<file path="config.mk">
export PLATFORM = sky130hd
export DESIGN_NAME = add6_seq_arbiter_flat
export DESIGN_NICKNAME = d
export VERILOG_FILES = /design/src/rtl/add6_seq_arbiter_if.sv /design/src/rtl/add6_seq_arbiter.sv /design/src/flat_wrapper.sv
export SDC_FILE = /design/constraint.sdc
export NUM_CORES = 1
export LEC_CHECK = 0
export ABC_AREA = 1
export BUFFER_PORTS_ARGS = -buffer_cell sky130_fd_sc_hd__buf_2
export CORE_ASPECT_RATIO = 0.8
export CORE_MARGIN = 2
export CORE_UTILIZATION = 45
export DETAILED_ROUTE_END_ITERATION = 6
export PLACE_DENSITY_LB_ADDON = 0.1
export SYNTH_ARGS = -nofsm -noshare
export SYNTH_HDL_FRONTEND = slang
export SYNTH_SLANG_ARGS = --single-unit
</file>
<file path="constraint.sdc">
create_clock -name clk -period 2.5 [get_ports clk]
set_input_delay 0.75 -clock clk [delete_from_list [all_inputs] [get_ports clk]]
set_output_delay 0.75 -clock clk [all_outputs]
set_load 0.05 [all_outputs]
</file>
<file path="src/rtl/add6_seq_arbiter_if.sv">
// add6_seq_arbiter_if: request/response bundle for the bit-serial adder.
// The master side holds the two requesters and the result consumer. The
// slave side is the sequencer. ADD6_SEQ_OVF_EN adds the rsp_ovf signal.
interface add6_seq_arbiter_if #(parameter int WIDTH = 6);
  logic             req0_valid;
  logic             req0_ready;
  logic [WIDTH-1:0] req0_a;
  logic [WIDTH-1:0] req0_b;
  logic             req0_cin;
  logic             req1_valid;
  logic             req1_ready;
  logic [WIDTH-1:0] req1_a;
  logic [WIDTH-1:0] req1_b;
  logic             req1_cin;
  logic             rsp_valid;
  logic             rsp_ready;
  logic [WIDTH-1:0] rsp_sum;
  logic             rsp_cout;
  logic             rsp_id;
`ifdef ADD6_SEQ_OVF_EN
  logic             rsp_ovf;
`endif

  modport master (
    output req0_valid, req0_a, req0_b, req0_cin,
    input  req0_ready,
    output req1_valid, req1_a, req1_b, req1_cin,
    input  req1_ready,
    output rsp_ready,
    input  rsp_valid, rsp_sum, rsp_cout, rsp_id
`ifdef ADD6_SEQ_OVF_EN
    , input rsp_ovf
`endif
  );

  modport slave (
    input  req0_valid, req0_a, req0_b, req0_cin,
    output req0_ready,
    input  req1_valid, req1_a, req1_b, req1_cin,
    output req1_ready,
    input  rsp_ready,
    output rsp_valid, rsp_sum, rsp_cout, rsp_id
`ifdef ADD6_SEQ_OVF_EN
    , output rsp_ovf
`endif
  );
endinterface

</file>
<file path="src/rtl/add6_seq_arbiter.sv">
// add6_seq_arbiter: two requesters share one bit-serial adder under
// round-robin arbitration. One bit is resolved per clock, and the ripple carry
// is kept in a register. Optional macro ADD6_SEQ_OVF_EN adds the rsp_ovf
// signed-overflow output.
//
// Handshake: a transfer happens on any rising edge where valid & ready are
// both high. A requester holds its operands stable while valid & ~ready. The
// response stays stable while rsp_valid & ~rsp_ready. Only one operation is
// in flight at a time. req*_ready is asserted only in IDLE.
module add6_seq_arbiter #(
  parameter int WIDTH = 6
) (
  input  logic              clk,
  input  logic              rst_n,
  add6_seq_arbiter_if.slave bus,
  output logic [1:0]        dbg_state
);

  localparam int IW = (WIDTH > 1) ? $clog2(WIDTH) : 1;
  localparam logic [IW-1:0] LAST = IW'(WIDTH - 1);

  localparam logic [1:0] IDLE = 2'd0;
  localparam logic [1:0] RUN  = 2'd1;
  localparam logic [1:0] DONE = 2'd2;

  logic [1:0]       state;
  logic             ptr;
  logic [IW-1:0]    idx;
  logic             c;
  logic [WIDTH-1:0] sum;
  logic [WIDTH-1:0] a_q;
  logic [WIDTH-1:0] b_q;
  logic             id;
`ifdef ADD6_SEQ_OVF_EN
  logic             ovf;
`endif

  logic gnt0;
  logic gnt1;
  logic x;
  logic y;
  logic g;
  logic p;
  logic h;
  logic c_next;
  logic s_bit;

  // Round-robin grant: ptr has priority, and the other requester wins only when ptr is idle.
  always_comb begin
    gnt0 = 1'b0;
    gnt1 = 1'b0;
    if (state == IDLE) begin
      if (ptr) begin
        gnt1 = bus.req1_valid;
        gnt0 = bus.req0_valid & ~bus.req1_valid;
      end else begin
        gnt0 = bus.req0_valid;
        gnt1 = bus.req1_valid & ~bus.req0_valid;
      end
    end
  end

  // Per-bit generate/propagate/half-sum cell on the current bit position.
  always_comb begin
    x      = a_q[idx];
    y      = b_q[idx];
    g      = x & y;
    p      = x | y;
    h      = x ^ y;
    c_next = g | (p & c);
    s_bit  = h ^ c;
  end

  // Ready is held low during reset so no handshake is advertised while flops are held.
  assign bus.req0_ready = gnt0 & rst_n;
  assign bus.req1_ready = gnt1 & rst_n;
  assign bus.rsp_valid  = (state == DONE);
  assign bus.rsp_sum    = sum;
  assign bus.rsp_cout   = c;
  assign bus.rsp_id     = id;
`ifdef ADD6_SEQ_OVF_EN
  assign bus.rsp_ovf    = ovf;
`endif
  assign dbg_state      = state;

  // Sequencer: accept in IDLE, one sum bit per RUN cycle, hold the result in DONE until taken.
  always_ff @(posedge clk or negedge rst_n) begin
    if (!rst_n) begin
      state <= IDLE;
      ptr   <= 1'b0;
      idx   <= '0;
      c     <= 1'b0;
      sum   <= '0;
      a_q   <= '0;
      b_q   <= '0;
      id    <= 1'b0;
`ifdef ADD6_SEQ_OVF_EN
      ovf   <= 1'b0;
`endif
    end else begin
      case (state)
        IDLE: begin
          if (gnt0 | gnt1) begin
            a_q   <= gnt1 ? bus.req1_a   : bus.req0_a;
            b_q   <= gnt1 ? bus.req1_b   : bus.req0_b;
            c     <= gnt1 ? bus.req1_cin : bus.req0_cin;
            id    <= gnt1;
            idx   <= '0;
            sum   <= '0;
`ifdef ADD6_SEQ_OVF_EN
            ovf   <= 1'b0;
`endif
            state <= RUN;
          end
        end
        RUN: begin
          sum[idx] <= s_bit;
          c        <= c_next;
          if (idx == LAST) begin
`ifdef ADD6_SEQ_OVF_EN
            // c is the carry into the MSB here and c_next is the carry out of it.
            ovf   <= c ^ c_next;
`endif
            state <= DONE;
          end else begin
            idx <= idx + 1'b1;
          end
        end
        DONE: begin
          if (bus.rsp_ready) begin
            // The winner just retired, so the other requester takes the next tie.
            ptr   <= ~id;
            state <= IDLE;
          end
        end
        default: state <= IDLE;
      endcase
    end
  end

endmodule
</file>
<file path="src/flat_wrapper.sv">
// flat-port wrapper written by rule: the top's interface ports become plain ports
module add6_seq_arbiter_flat 
#(
  parameter int WIDTH = 6
)
  (clk, rst_n, dbg_state, bus_req0_valid, bus_req0_a, bus_req0_b, bus_req0_cin, bus_req0_ready, bus_req1_valid, bus_req1_a, bus_req1_b, bus_req1_cin, bus_req1_ready, bus_rsp_ready, bus_rsp_valid, bus_rsp_sum, bus_rsp_cout, bus_rsp_id);
  add6_seq_arbiter_if #(.WIDTH(WIDTH)) bus_i ();
  input  logic clk;
  input  logic rst_n;
  output logic [1:0] dbg_state;
  input wire logic [$bits(bus_i.req0_valid)-1:0] bus_req0_valid;
  input wire logic [$bits(bus_i.req0_a)-1:0] bus_req0_a;
  input wire logic [$bits(bus_i.req0_b)-1:0] bus_req0_b;
  input wire logic [$bits(bus_i.req0_cin)-1:0] bus_req0_cin;
  output wire logic [$bits(bus_i.req0_ready)-1:0] bus_req0_ready;
  input wire logic [$bits(bus_i.req1_valid)-1:0] bus_req1_valid;
  input wire logic [$bits(bus_i.req1_a)-1:0] bus_req1_a;
  input wire logic [$bits(bus_i.req1_b)-1:0] bus_req1_b;
  input wire logic [$bits(bus_i.req1_cin)-1:0] bus_req1_cin;
  output wire logic [$bits(bus_i.req1_ready)-1:0] bus_req1_ready;
  input wire logic [$bits(bus_i.rsp_ready)-1:0] bus_rsp_ready;
  output wire logic [$bits(bus_i.rsp_valid)-1:0] bus_rsp_valid;
  output wire logic [$bits(bus_i.rsp_sum)-1:0] bus_rsp_sum;
  output wire logic [$bits(bus_i.rsp_cout)-1:0] bus_rsp_cout;
  output wire logic [$bits(bus_i.rsp_id)-1:0] bus_rsp_id;
  assign bus_i.req0_valid = bus_req0_valid;
  assign bus_i.req0_a = bus_req0_a;
  assign bus_i.req0_b = bus_req0_b;
  assign bus_i.req0_cin = bus_req0_cin;
  assign bus_req0_ready = bus_i.req0_ready;
  assign bus_i.req1_valid = bus_req1_valid;
  assign bus_i.req1_a = bus_req1_a;
  assign bus_i.req1_b = bus_req1_b;
  assign bus_i.req1_cin = bus_req1_cin;
  assign bus_req1_ready = bus_i.req1_ready;
  assign bus_i.rsp_ready = bus_rsp_ready;
  assign bus_rsp_valid = bus_i.rsp_valid;
  assign bus_rsp_sum = bus_i.rsp_sum;
  assign bus_rsp_cout = bus_i.rsp_cout;
  assign bus_rsp_id = bus_i.rsp_id;
  add6_seq_arbiter #(.WIDTH(WIDTH)) u_core (.clk(clk), .rst_n(rst_n), .bus(bus_i), .dbg_state(dbg_state));
endmodule
</file>
==> metrics.md <==
| Metric | Value |
|---|---|
| Antenna diodes | 0 |
| Placed Area | ~1700 um^2 |
| Port bufs | 43 |
| Crit start category | flop |
| Via/cell ratio | between 4 and 5 |
| Post-Synth Simple-Gate Area | 25.1% |
| Max stage delay on crit path | 510 ps |
| Count of final max-slew check failures | 0 |
| Post-CTS setup buffer count | 0 |
| Post-synthesis async set-or-reset flop share | 100% |
| Fin crit share | between 80% and 90% |
| Period minus WS final | approximately 2200 ps |
| Clock power frac | a little over a tenth |
| Final HPWL DP | 2440 um |
| DRT iter0 DRCs | 76 |
| Synth Area in Adders | under 10% |
| Main combinational cell family by area after synthesis | simple AND/OR/NAND/NOR gates |
| Relative slew slack | a little over 70% |
| Slowest CP cell | dfrtp_1 |
| Yosys cell types | 23 |
| Peak VDD IR | around 0.00076 V |
| Crit path max-delay family | simple AND/OR/NAND/NOR gates |
| Initial core utilization | ~47% |
| Worst-Margin Slew | 439 ps |
| Sw Ratio | 49.3% |
| CTS resizes | 0 |
| Chip width | between 60 and 70 um |
| Wire length per cell | ~11 um |
| Final setup margin | approximately 290 ps |
| Initial antenna violation count | 0 |
| Layout cells sized above 1 | 24.9% |
| Hold Buf Count CTS | 0 |
| Row count | 18 |
| Syn Std Cell Area | 1450 um^2 |
| RSZ-0062 raised after global routing | no |
| Pre-CTS setup slack | ~300 ps |
| Bufs on Longest Clock Path | 2 |
| Tot GR Track Use | approximately 20% |
| Sw power | ~1.1 mW |
| I/O Pins | 44 |
| Drt pass-1 iters | 4 |
| Final setup fails | 0 |
| Leakage | approximately 0.99 nW |
| Sink Count | 26 |
| Pint | about 1.1 mW |
| Area grow syn2layout | 20.4% |
| Final Skew | around 5.0 ps |
| Synth Flop Type | dfrtp_1 |
| Post-synth top area share | roughly 45% |
| Final Hold Vio Count | 0 |
| Final setup TNS | 0 ps |
| Dominant cells by area after synthesis | dfrtp_1, nand2_1, o21ai_0, inv_1, o21ai_1 |
| Peak Freq | between 400 and 500 MHz |
| Finished Cell Area | 1750 um^2 |
| Routed Antenna Nets | 0 |
| Worst skew pair latency | between 200 and 300 ps |
| Flip-flop and latch count after synthesis | 26 |
| Post-synthesis mux area share | 0% |
| CTS tree | done |
| Sequential share of the synthesized area | between 40% and 50% |
| Worst path required time | 2720 ps |
| XOR/XNOR Fraction of Synth Area | 0% |
| Mean Syn Cell Area | about 7.4 um^2 |
| Power per cell area | between 1000 and 1500 nW/um^2 |
| Crit. End Element | flop |
| CTS H-tree lvls | 1 |
| Mapped Nets | 229 |
| Part of the power in combinational logic | approximately 54% |
| Die Ht | around 55 um |
| YS warnings | 0 |
| CP Cell Sequence | inv_1 -> nor3_1 -> nand2_1 -> o21ai_0 -> nor3_1 -> fa_1 -> nor2_1 -> nand4_1 -> nand2_1 |
| Die Area | roughly 3700 um^2 |
| Drt drc | 0 |
| Core ar. | between 3000 and 4000 um^2 |
| Kind of critical path | reg -> reg |
| Num CTS Buffers | 3 |
| Worst-path fanout max | 10 |
| Vias | 1,330 |
| Root buffer cell | clkbuf_8 |
| Vias in the first global route | around 1.1k |
| First-pass GRT wire length | 5300 um |
| Post-synth EDFFs | 0 |
| Status | complete, no violations |
| Gpl congestion | 0.932 |
| Max Cap Viol | 0 |
| Nets@finish | between 200 and 300 |
| Worst hold path class | in -> async |
| CP bufs+invs | 1 |
| Synth area leader | dfrtp_1 |
| Register share of total power | 34.7% |
| Cells after Synth | 195 |
| Commonest cells after routing, fill and taps aside | nand2_1, buf_2, o21ai_0, inv_1, dfrtp_1 |
| Total grt overflow | 0 |
| DRT Wirelength | between 3000 and 4000 um |
| Pin count of the biggest net entering global routing | 28 |
| Worst-path clk slew | around 90 ps |
| Post-synthesis compound-gate area fraction | between 15 and 20% |
| Crit path arrival time | 2430 ps |
| Fin util | a little under three fifths |
| Most common cell after layout, fill and taps aside | nand2_1 |
cell type report:
| cell class | count | area [um^2] |
|---|---|---|
| Timing Repair Buffer | 47 | 245 |
| Fill cell | 310 | 1340 |
| Tap cell | 40 | 50.0 |
| Clock buffer | 3 | 41.3 |
| Inverter | 30 | 113 |
| Sequential cell | 26 | 651 |
| Multi-Input combinational cell | 131 | 648 |
per-layer routing:
layer	track usage (%)	wire [um]	vias to the layer above
li1	-	-	707
met1	28.7	1620	579
met2	28.6	1310	39
met3	4.94	177	5
met4	6.12	29	0
met5	0	0	-
final timing paths:
kind | from | slack, ps | depth (start not counted) | endpoint
max | u_core.idx[0] | 290 | 9 | u_core.bus.rsp_sum[5]
min | rst_n | 470 | 2 | u_core.dbg_state[1]
min in group clk | u_core.bus.rsp_sum[5] | 480 | 2 | u_core.bus.rsp_sum[5]
min reg2reg | u_core.bus.rsp_sum[5] | 480 | 2 | u_core.bus.rsp_sum[5]
max in group asynchronous | rst_n | 1780 | 2 | u_core.a_q[4]
max reg2reg | u_core.idx[0] | 290 | 9 | u_core.bus.rsp_sum[5]
cell usage after synthesis, types with 2 or more instances:
cell type	n
nor3_1	4
nand4_1	3
ha_1	2
nand2_1	57
o22ai_1	3
inv_1	29
nor2_1	5
o21ai_0	34
buf_2	5
o21ai_1	8
or2_2	2
dfrtp_1	26
nand3_1	7
stage by stage:
step / instances / power (mW) / hold WS (ps)
3_5_place_dp: 274 / 1.94 / 460
4_1_cts: 277 / 2.18 / 482
5_1_grt: 277 / 2.40 / 501
6_report: 277 / 2.16 / 473
2_1_floorplan: 195 / 1.67 / 449
3_3_place_gp: 274 / 1.93 / 453
logic make-up after synthesis:
kind of cell,after synthesis
AOI/OAI and AO/OA,46
adders and majority gates,3
buffers and inverters,38
DFF,26
and+or+nand+nor,82
power by group through the flow:
stage          combinational, mW  sequential, mW  clock, mW
6_report                    1.18           0.750      0.234
5_1_grt                     1.36           0.778      0.263
4_1_cts                     1.19           0.752      0.239
3_5_place_dp                1.18           0.758          0
3_3_place_gp                1.17           0.754          0
2_1_floorplan              0.783           0.890          0
state kept, by name, indices dropped and copies added (netlist names):
signal               flops
u_core.a_q               6
u_core.b_q               6
u_core.bus.rsp_cout      1
u_core.bus.rsp_id        1
u_core.bus.rsp_sum       6
u_core.dbg_state         2
u_core.idx               3
u_core.ptr               1
(Power assumes the default switching activity.)
